**src/rtl/log_event_arbiter_if.sv**
```systemverilog
// Event-source and logger-side signal bundle for log_event_arbiter.
// The master side drives events and logger readiness; the slave side is the arbiter.
interface log_event_arbiter_if #(
    parameter int unsigned NUM_SRC       = 4,
    parameter int unsigned SRC_DATA_BITW = 24
);
    logic [NUM_SRC-1:0]               Evt_SI;
    logic [NUM_SRC*SRC_DATA_BITW-1:0] EvtData_DI;
    logic                             LogReady_SI;
    logic                             LogTrigger_SO;
    logic [31:0]                      LogData_DO;

    modport master (
        output Evt_SI,
        output EvtData_DI,
        output LogReady_SI,
        input  LogTrigger_SO,
        input  LogData_DO
    );

    modport slave (
        input  Evt_SI,
        input  EvtData_DI,
        input  LogReady_SI,
        output LogTrigger_SO,
        output LogData_DO
    );
endinterface

```
**src/rtl/log_event_arbiter.sv**
```systemverilog
// Serialises events from NUM_SRC sources into one log entry per cycle for the BRAM logger.
// Each source has a one-deep pending slot; slots are served round-robin into a small FIFO.
// Events lost to a full slot are counted and flagged on that source's next logged entry.
module log_event_arbiter #(
    parameter int unsigned NUM_SRC       = 4,
    parameter int unsigned SRC_DATA_BITW = 24,
    parameter int unsigned FIFO_DEPTH    = 8
) (
    input  logic                      Clk_CI,
    input  logic                      Rst_RBI,
    log_event_arbiter_if.slave        bus_io,
    input  logic                      Clear_SI,
    output logic [15:0]               DropCnt_DO,
    output logic                      Busy_SO
);
    localparam int unsigned SRC_ID_BITW = $clog2(NUM_SRC);
    localparam int unsigned FIFO_AW     = $clog2(FIFO_DEPTH);

    typedef logic [SRC_DATA_BITW-1:0] payload_t;

    logic [NUM_SRC-1:0]     slot_full_q, slot_full_d;
    payload_t               slot_data_q [NUM_SRC];
    payload_t               slot_data_d [NUM_SRC];
    logic [NUM_SRC-1:0]     lost_q, lost_d;
    logic [SRC_ID_BITW-1:0] ptr_q, ptr_d;
    logic [31:0]            fifo_q [FIFO_DEPTH];
    logic [31:0]            fifo_d [FIFO_DEPTH];
    logic [FIFO_AW-1:0]     wr_ptr_q, wr_ptr_d, rd_ptr_q, rd_ptr_d;
    logic [FIFO_AW:0]       count_q, count_d;
    logic [15:0]            drop_cnt_q, drop_cnt_d;

    logic                   fifo_empty, fifo_full, pop, grant_en, grant_valid;
    logic [SRC_ID_BITW-1:0] grant_idx, cand;
    logic [NUM_SRC-1:0]     grant_vec, drop_vec;
    logic [31:0]            entry;
    logic [SRC_ID_BITW:0]   n_drop;
    logic [16:0]            drop_sum;

    assign fifo_empty = (count_q == '0);
    assign fifo_full  = (count_q == (FIFO_AW+1)'(FIFO_DEPTH));
    // Clear suppresses the trigger, so nothing is popped during a flush.
    assign pop        = !fifo_empty && bus_io.LogReady_SI && !Clear_SI;
    assign grant_en   = !fifo_full || pop;

    // Round-robin search from ptr+1 and formatting of the granted entry.
    always_comb begin
        grant_valid = 1'b0;
        grant_idx   = '0;
        cand        = '0;
        grant_vec   = '0;
        entry       = '0;
        for (int unsigned k = 1; k <= NUM_SRC; k++) begin
            cand = SRC_ID_BITW'((32'(ptr_q) + k) % NUM_SRC);
            if (grant_en && !grant_valid && slot_full_q[cand]) begin
                grant_valid = 1'b1;
                grant_idx   = cand;
            end
        end
        if (grant_valid) begin
            grant_vec[grant_idx]                   = 1'b1;
            entry[31]                              = lost_q[grant_idx];
            entry[SRC_DATA_BITW +: SRC_ID_BITW]    = grant_idx;
            entry[SRC_DATA_BITW-1:0]               = slot_data_q[grant_idx];
        end
    end

    // Next state for slots, lost flags, drop counter, pointer and FIFO; Clear wins over all.
    always_comb begin
        slot_full_d = slot_full_q;
        slot_data_d = slot_data_q;
        lost_d      = lost_q;
        drop_vec    = '0;
        n_drop      = '0;
        fifo_d      = fifo_q;
        wr_ptr_d    = wr_ptr_q;
        rd_ptr_d    = rd_ptr_q;
        count_d     = count_q;
        ptr_d       = grant_valid ? grant_idx : ptr_q;

        for (int i = 0; i < int'(NUM_SRC); i++) begin
            drop_vec[i] = bus_io.Evt_SI[i] && slot_full_q[i] && !grant_vec[i];
            if (grant_vec[i]) begin
                slot_full_d[i] = 1'b0;
                lost_d[i]      = 1'b0;
            end
            if (bus_io.Evt_SI[i] && !drop_vec[i]) begin
                slot_full_d[i] = 1'b1;
                slot_data_d[i] = bus_io.EvtData_DI[i*SRC_DATA_BITW +: SRC_DATA_BITW];
            end
            // A drop in the same cycle as a grant keeps the flag for the next entry.
            if (drop_vec[i]) begin
                lost_d[i] = 1'b1;
            end
            n_drop = n_drop + (SRC_ID_BITW+1)'(drop_vec[i]);
        end

        drop_sum   = {1'b0, drop_cnt_q} + 17'(n_drop);
        drop_cnt_d = drop_sum[16] ? 16'hFFFF : drop_sum[15:0];

        if (grant_valid) begin
            fifo_d[wr_ptr_q] = entry;
            wr_ptr_d         = wr_ptr_q + FIFO_AW'(1);
        end
        if (pop) begin
            rd_ptr_d = rd_ptr_q + FIFO_AW'(1);
        end
        unique case ({grant_valid, pop})
            2'b10:   count_d = count_q + (FIFO_AW+1)'(1);
            2'b01:   count_d = count_q - (FIFO_AW+1)'(1);
            default: count_d = count_q;
        endcase

        if (Clear_SI) begin
            slot_full_d = '0;
            lost_d      = '0;
            drop_cnt_d  = '0;
            ptr_d       = SRC_ID_BITW'(NUM_SRC - 1);
            wr_ptr_d    = '0;
            rd_ptr_d    = '0;
            count_d     = '0;
        end
    end

    // State registers; reset discards all pending work.
    always_ff @(posedge Clk_CI or negedge Rst_RBI) begin
        if (!Rst_RBI) begin
            slot_full_q <= '0;
            lost_q      <= '0;
            ptr_q       <= SRC_ID_BITW'(NUM_SRC - 1);
            wr_ptr_q    <= '0;
            rd_ptr_q    <= '0;
            count_q     <= '0;
            drop_cnt_q  <= '0;
            for (int i = 0; i < int'(NUM_SRC); i++) begin
                slot_data_q[i] <= '0;
            end
            for (int i = 0; i < int'(FIFO_DEPTH); i++) begin
                fifo_q[i] <= '0;
            end
        end else begin
            slot_full_q <= slot_full_d;
            slot_data_q <= slot_data_d;
            lost_q      <= lost_d;
            ptr_q       <= ptr_d;
            wr_ptr_q    <= wr_ptr_d;
            rd_ptr_q    <= rd_ptr_d;
            count_q     <= count_d;
            drop_cnt_q  <= drop_cnt_d;
            fifo_q      <= fifo_d;
        end
    end

    // Outputs derive from registered state plus the logger handshake.
    always_comb begin
        bus_io.LogTrigger_SO = pop;
        bus_io.LogData_DO    = fifo_empty ? 32'h0 : fifo_q[rd_ptr_q];
        DropCnt_DO           = drop_cnt_q;
        Busy_SO              = (|slot_full_q) || !fifo_empty;
    end
endmodule

```
**src/flat_wrapper.sv**
```systemverilog
// flat-port wrapper written by rule: the top's interface ports become plain ports
module log_event_arbiter_flat 
#(
    parameter int unsigned NUM_SRC       = 4,
    parameter int unsigned SRC_DATA_BITW = 24,
    parameter int unsigned FIFO_DEPTH    = 8
)
  (Clk_CI, Rst_RBI, Clear_SI, DropCnt_DO, Busy_SO, bus_io_Evt_SI, bus_io_EvtData_DI, bus_io_LogReady_SI, bus_io_LogTrigger_SO, bus_io_LogData_DO);
  log_event_arbiter_if #(.NUM_SRC(NUM_SRC), .SRC_DATA_BITW(SRC_DATA_BITW)) bus_io_i ();
  input  logic Clk_CI;
  input  logic Rst_RBI;
  input  logic Clear_SI;
  output logic [15:0] DropCnt_DO;
  output logic Busy_SO;
  input wire logic [$bits(bus_io_i.Evt_SI)-1:0] bus_io_Evt_SI;
  input wire logic [$bits(bus_io_i.EvtData_DI)-1:0] bus_io_EvtData_DI;
  input wire logic [$bits(bus_io_i.LogReady_SI)-1:0] bus_io_LogReady_SI;
  output wire logic [$bits(bus_io_i.LogTrigger_SO)-1:0] bus_io_LogTrigger_SO;
  output wire logic [$bits(bus_io_i.LogData_DO)-1:0] bus_io_LogData_DO;
  assign bus_io_i.Evt_SI = bus_io_Evt_SI;
  assign bus_io_i.EvtData_DI = bus_io_EvtData_DI;
  assign bus_io_i.LogReady_SI = bus_io_LogReady_SI;
  assign bus_io_LogTrigger_SO = bus_io_i.LogTrigger_SO;
  assign bus_io_LogData_DO = bus_io_i.LogData_DO;
  log_event_arbiter #(.NUM_SRC(NUM_SRC), .SRC_DATA_BITW(SRC_DATA_BITW), .FIFO_DEPTH(FIFO_DEPTH)) u_core (.Clk_CI(Clk_CI), .Rst_RBI(Rst_RBI), .bus_io(bus_io_i), .Clear_SI(Clear_SI), .DropCnt_DO(DropCnt_DO), .Busy_SO(Busy_SO));
endmodule
```
**config.mk**
```make
export PLATFORM = sky130hd
export DESIGN_NAME = log_event_arbiter_flat
export DESIGN_NICKNAME = d
export VERILOG_FILES = /design/src/rtl/log_event_arbiter_if.sv /design/src/rtl/log_event_arbiter.sv /design/src/flat_wrapper.sv
export SDC_FILE = /design/constraint.sdc
export NUM_CORES = 1
export LEC_CHECK = 0
export CAP_MARGIN = 20
export CORE_MARGIN = 5
export CORE_UTILIZATION = 50
export CTS_CLUSTER_DIAMETER = 100
export DETAILED_ROUTE_END_ITERATION = 7
export GPL_ROUTABILITY_DRIVEN = 0
export GPL_TIMING_DRIVEN = 0
export PLACE_DENSITY = 0.76
export SYNTH_ARGS = -nofsm -noshare
export SYNTH_HDL_FRONTEND = slang
export SYNTH_SLANG_ARGS = --single-unit
```
**constraint.sdc**
```tcl
create_clock -name Clk_CI -period 13.4 [get_ports Clk_CI]
set_input_delay 3.35 -clock Clk_CI [delete_from_list [all_inputs] [get_ports Clk_CI]]
set_output_delay 3.35 -clock Clk_CI [all_outputs]
set_load 0.005 [all_outputs]
```
==> results by group <==
Power
  • Power density over the cells: 199 nW/um2
  • Combinational Power Share: 34.7%
  • Switch share: 33.6%
  • Clock power frac: 25.4%
  • Psw: 1.31 mW
  • Register share of total power: 40.0%
  • Total power draw: 3.91 mW
  • Maximum VDD drop: 0.000107 V
  • Internal Power: 2.60 mW
  • Leakage Power: 8.41 nW

Critical path
  • CP bufs+invs: 3
  • WP depth: 4
  • Crit-path max cell delay: 470 ps
  • Startpoint class of the critical path: input port
  • Crit path from: Clear_SI
  • Critical path endpoint: bus_io_LogTrigger_SO
  • Slowest cell on the critical path: clkdlybuf4s50_1
  • RR Startpoint: u_core.ptr_q[1]
  • Most frequent CP cell: clkdlybuf4s50_1
  • CP Class: input port to output port
  • Worst Setup End Kind: output port
  • Crit Path Max Fanout: 10
  • FF-to-FF setup slack: 8150 ps
  • Reg2reg path depth: 20
  • CP Cell Sequence: clkdlybuf4s50_1 > clkbuf_1 > nor2_1 > clkdlybuf4s50_1
  • Crit path DAT: 4850 ps
  • RR Endpoint: u_core.DropCnt_DO[1]
  • Delay-heaviest family, CP: buffers and inverters
  • CP Data Required Time: 10050 ps

Logic synthesis
  • Syn Area/Cell: 12.1 um2
  • FFs w/ async S/R, synth: 100%
  • Synth Warn #: 0
  • FF+latch count, synth: 348
  • Synthesized area: 16300 um2
  • Unique masters post-synth: 61
  • Synth Flop Type: dfrtp_1
  • Top post-synthesis cells by area: dfrtp_1 (53%), mux4_2 (7.4%), nand2_1 (5.3%)
  • Cell taking the most area after synthesis: dfrtp_1
  • Post-synth EDFFs: 0
  • Post-synthesis sequential area ratio: 53.4%
  • Cells after Synth: 1354
  • Yosys top cell area share: 53.0%

Finish
  • # nets final: 1663
  • Finished Layout Cells: 2016
  • Commonest non-fill, non-tap cell in the layout: dfrtp_1
  • Layout area overhead: 20.4%
  • Share of cells above drive strength 1: 22.6%
  • Most frequent cells in the layout: dfrtp_1 (346), nand2_1 (232), clkdlybuf4s50_1 (147)
  • Antenna diodes: 0

Global routing
  • Congestion Overflow GR: 0
  • First-pass GRT wire length: 67300 um
  • Initial antenna violation count: 2
  • Largest net degree at the start of global routing: 118
  • Total track usage: 23.2%
  • Vias in the first global route: 12274

Routing
  • TritonRoute pass-1 iters: 5
  • WL final: 41400 um
  • Starting DRT DRC Count: 1077
  • WL per Instance: 20.5 um
  • Vias: 11440
  • Residual DRC count: 0
  • Post-DRT Antenna Nets: 0
  • Vias per cell: 5.67

CTS
  • CTS tree: built
  • Post-CTS Resized: 0
  • CTS Root Cell: clkbuf_16
  • Num CTS Buffers: 36
  • Clk_lat worst skew: 530 ps
  • Htree depth: 2
  • Clk slew on worst S/H paths: 60 ps
  • Cts hold-fix bufs: 0
  • CTS max path bufs: 3
  • Clock sinks: 348
  • Post-CTS Setup Bufs: 0

Die
  • Die height: 191 um
  • Die Footprint: 36400 um2
  • # rows: 66
  • Die X: 191 um
  • Starting density of the core: 50.4%
  • IO Pins: 154
  • Core area: 32400 um2

Timing
  • Slew headroom: 40.1%
  • Final setup viols: 0
  • Slew Viols, Final: 0
  • Maximum clock rate: 122 MHz
  • Clock skew: 19.3 ps
  • Final Hold Viols: 0
  • Final min period: 8200 ps
  • Crit share post-route: 61.2%
  • RSZ-0062 raised after global routing: false
  • Slew @ Worst Pin: 899 ps

Worst hold path
  • Worst hold path type: register to register
  • Min-delay src: u_core.fifo_q[17]
  • Hold depth: 2

Place
  • I/O Buffers: 148
  • DPL Wire Length: 29500 um
  • Inst Count DP: 1951

Outcome
  • Outcome: finished clean

Run
  • Maximum capacitance violations: 0
[registers in the layout, summed over array words and instances, names as in the netlist]
name and count:
u_core.fifo_q 216, u_core.ptr_q 2, u_core.DropCnt_DO 16, u_core.slot_full_q 4, u_core.lost_q 4, u_core.rd_ptr_q 3
u_core.wr_ptr_q 3, u_core.count_q 4, u_core.slot_data_q 96
[power groups by stage]
stage	Combinational, mW	Sequential (mW)	Clock, mW
2_1_floorplan	0.917	1.51	0
3_3_place_gp	1.31	1.55	0
3_5_place_dp	1.36	1.57	0
4_1_cts	1.37	1.56	1.00
5_1_grt	1.49	1.60	1.05
6_report	1.36	1.56	0.993
[cells in the mapped netlist (2+ instances only)]
cell type	instances
dfrtp_1	346
nand2_1	232
o21ai_0	104
mux2_2	76
o21ai_1	76
mux2i_1	56
mux4_2	54
nor2_1	50
clkbuf_1	41
o21ai_2	39
nand3_1	33
buf_2	28
a21oi_1	25
mux2_4	20
buf_6	19
inv_1	19
o221ai_4	18
buf_4	12
nor3_1	11
ha_1	9
xnor2_1	8
o221ai_2	7
xor2_1	6
and3_1	5
nand2b_1	5
a31oi_1	4
a211oi_1	3
a21o_1	3
buf_1	3
fa_1	3
nand4b_2	3
and2_1	2
dfstp_2	2
nand2_2	2
nand4_1	2
nor4_1	2
or2_1	2
[routing by layer]
metal | vias up | routed length [um] | track usage (%)
met1 | 5802 | 17000 | 30.8
met2 | 365 | 20600 | 39.0
met3 | 96 | 2590 | 4.69
met4 | 4 | 1120 | 6.66
met5 | - | 27 | 0
li1 | 5173 | - | -
[how the worst min path moves through the flow]
stage	end	slack, ps
after floorplan	u_core.fifo_q[32]	440
after global placement	u_core.fifo_q[166]	460
after detailed placement	u_core.fifo_q[181]	460
after CTS	u_core.fifo_q[17]	480
after global routing	u_core.fifo_q[177]	500
final	u_core.fifo_q[17]	480
[metrics by stage]
| stage | hold slack (ps) | setup WS (ps) | TNS, ps | utilization, % | cell area [um2] |
|---|---|---|---|---|---|
| global placement | 455 | -5740 | -1975440 | 56.8 | 18400 |
| floorplan | 445 | 6350 | 0 | - | 16300 |
| CTS | 478 | 5210 | 0 | 60.7 | 19600 |
| finish | 478 | 5200 | 0 | 60.7 | 19600 |
| detailed placement | 465 | 5210 | 0 | 57.0 | 18500 |
| global route | 497 | 5110 | 0 | 60.7 | 19600 |
[tightest hold or removal path, cell delays in order (launching register included)]
cell and delay (ps):
dfrtp_1 340, nand2_1 60, o21ai_2 50
[final cells by class]
cell class	instances	area (um2)
sequential	348	8710
clock buffer	55	1120
timing repair buffer	151	1570
multi-input combinational	887	6930
buffer	104	624
clock inverter	10	61.3
inverter	19	71.3
tap	442	553
fill	2577	12700
[cell families (layout without fill, tap and decap cells)]
| logic type | Yosys count | count (layout) | synth area share, % |
|---|---|---|---|
| AND/OR/NAND/NOR | 360 | 360 | 9.60 |
| flip-flops | 348 | 348 | 53.4 |
| AO/OA/AOI/OAI | 289 | 289 | 12.9 |
| multiplexers | 206 | 206 | 18.0 |
| buffers and inverters | 123 | 339 | 4.26 |
| XOR/XNOR | 15 | 15 | 0.851 |
| adder cells (fa/ha/maj) | 12 | 12 | 1.06 |
| other | 1 | 5 | 0.0230 |
No activity file was read; power rests on OpenSTA's default activity.
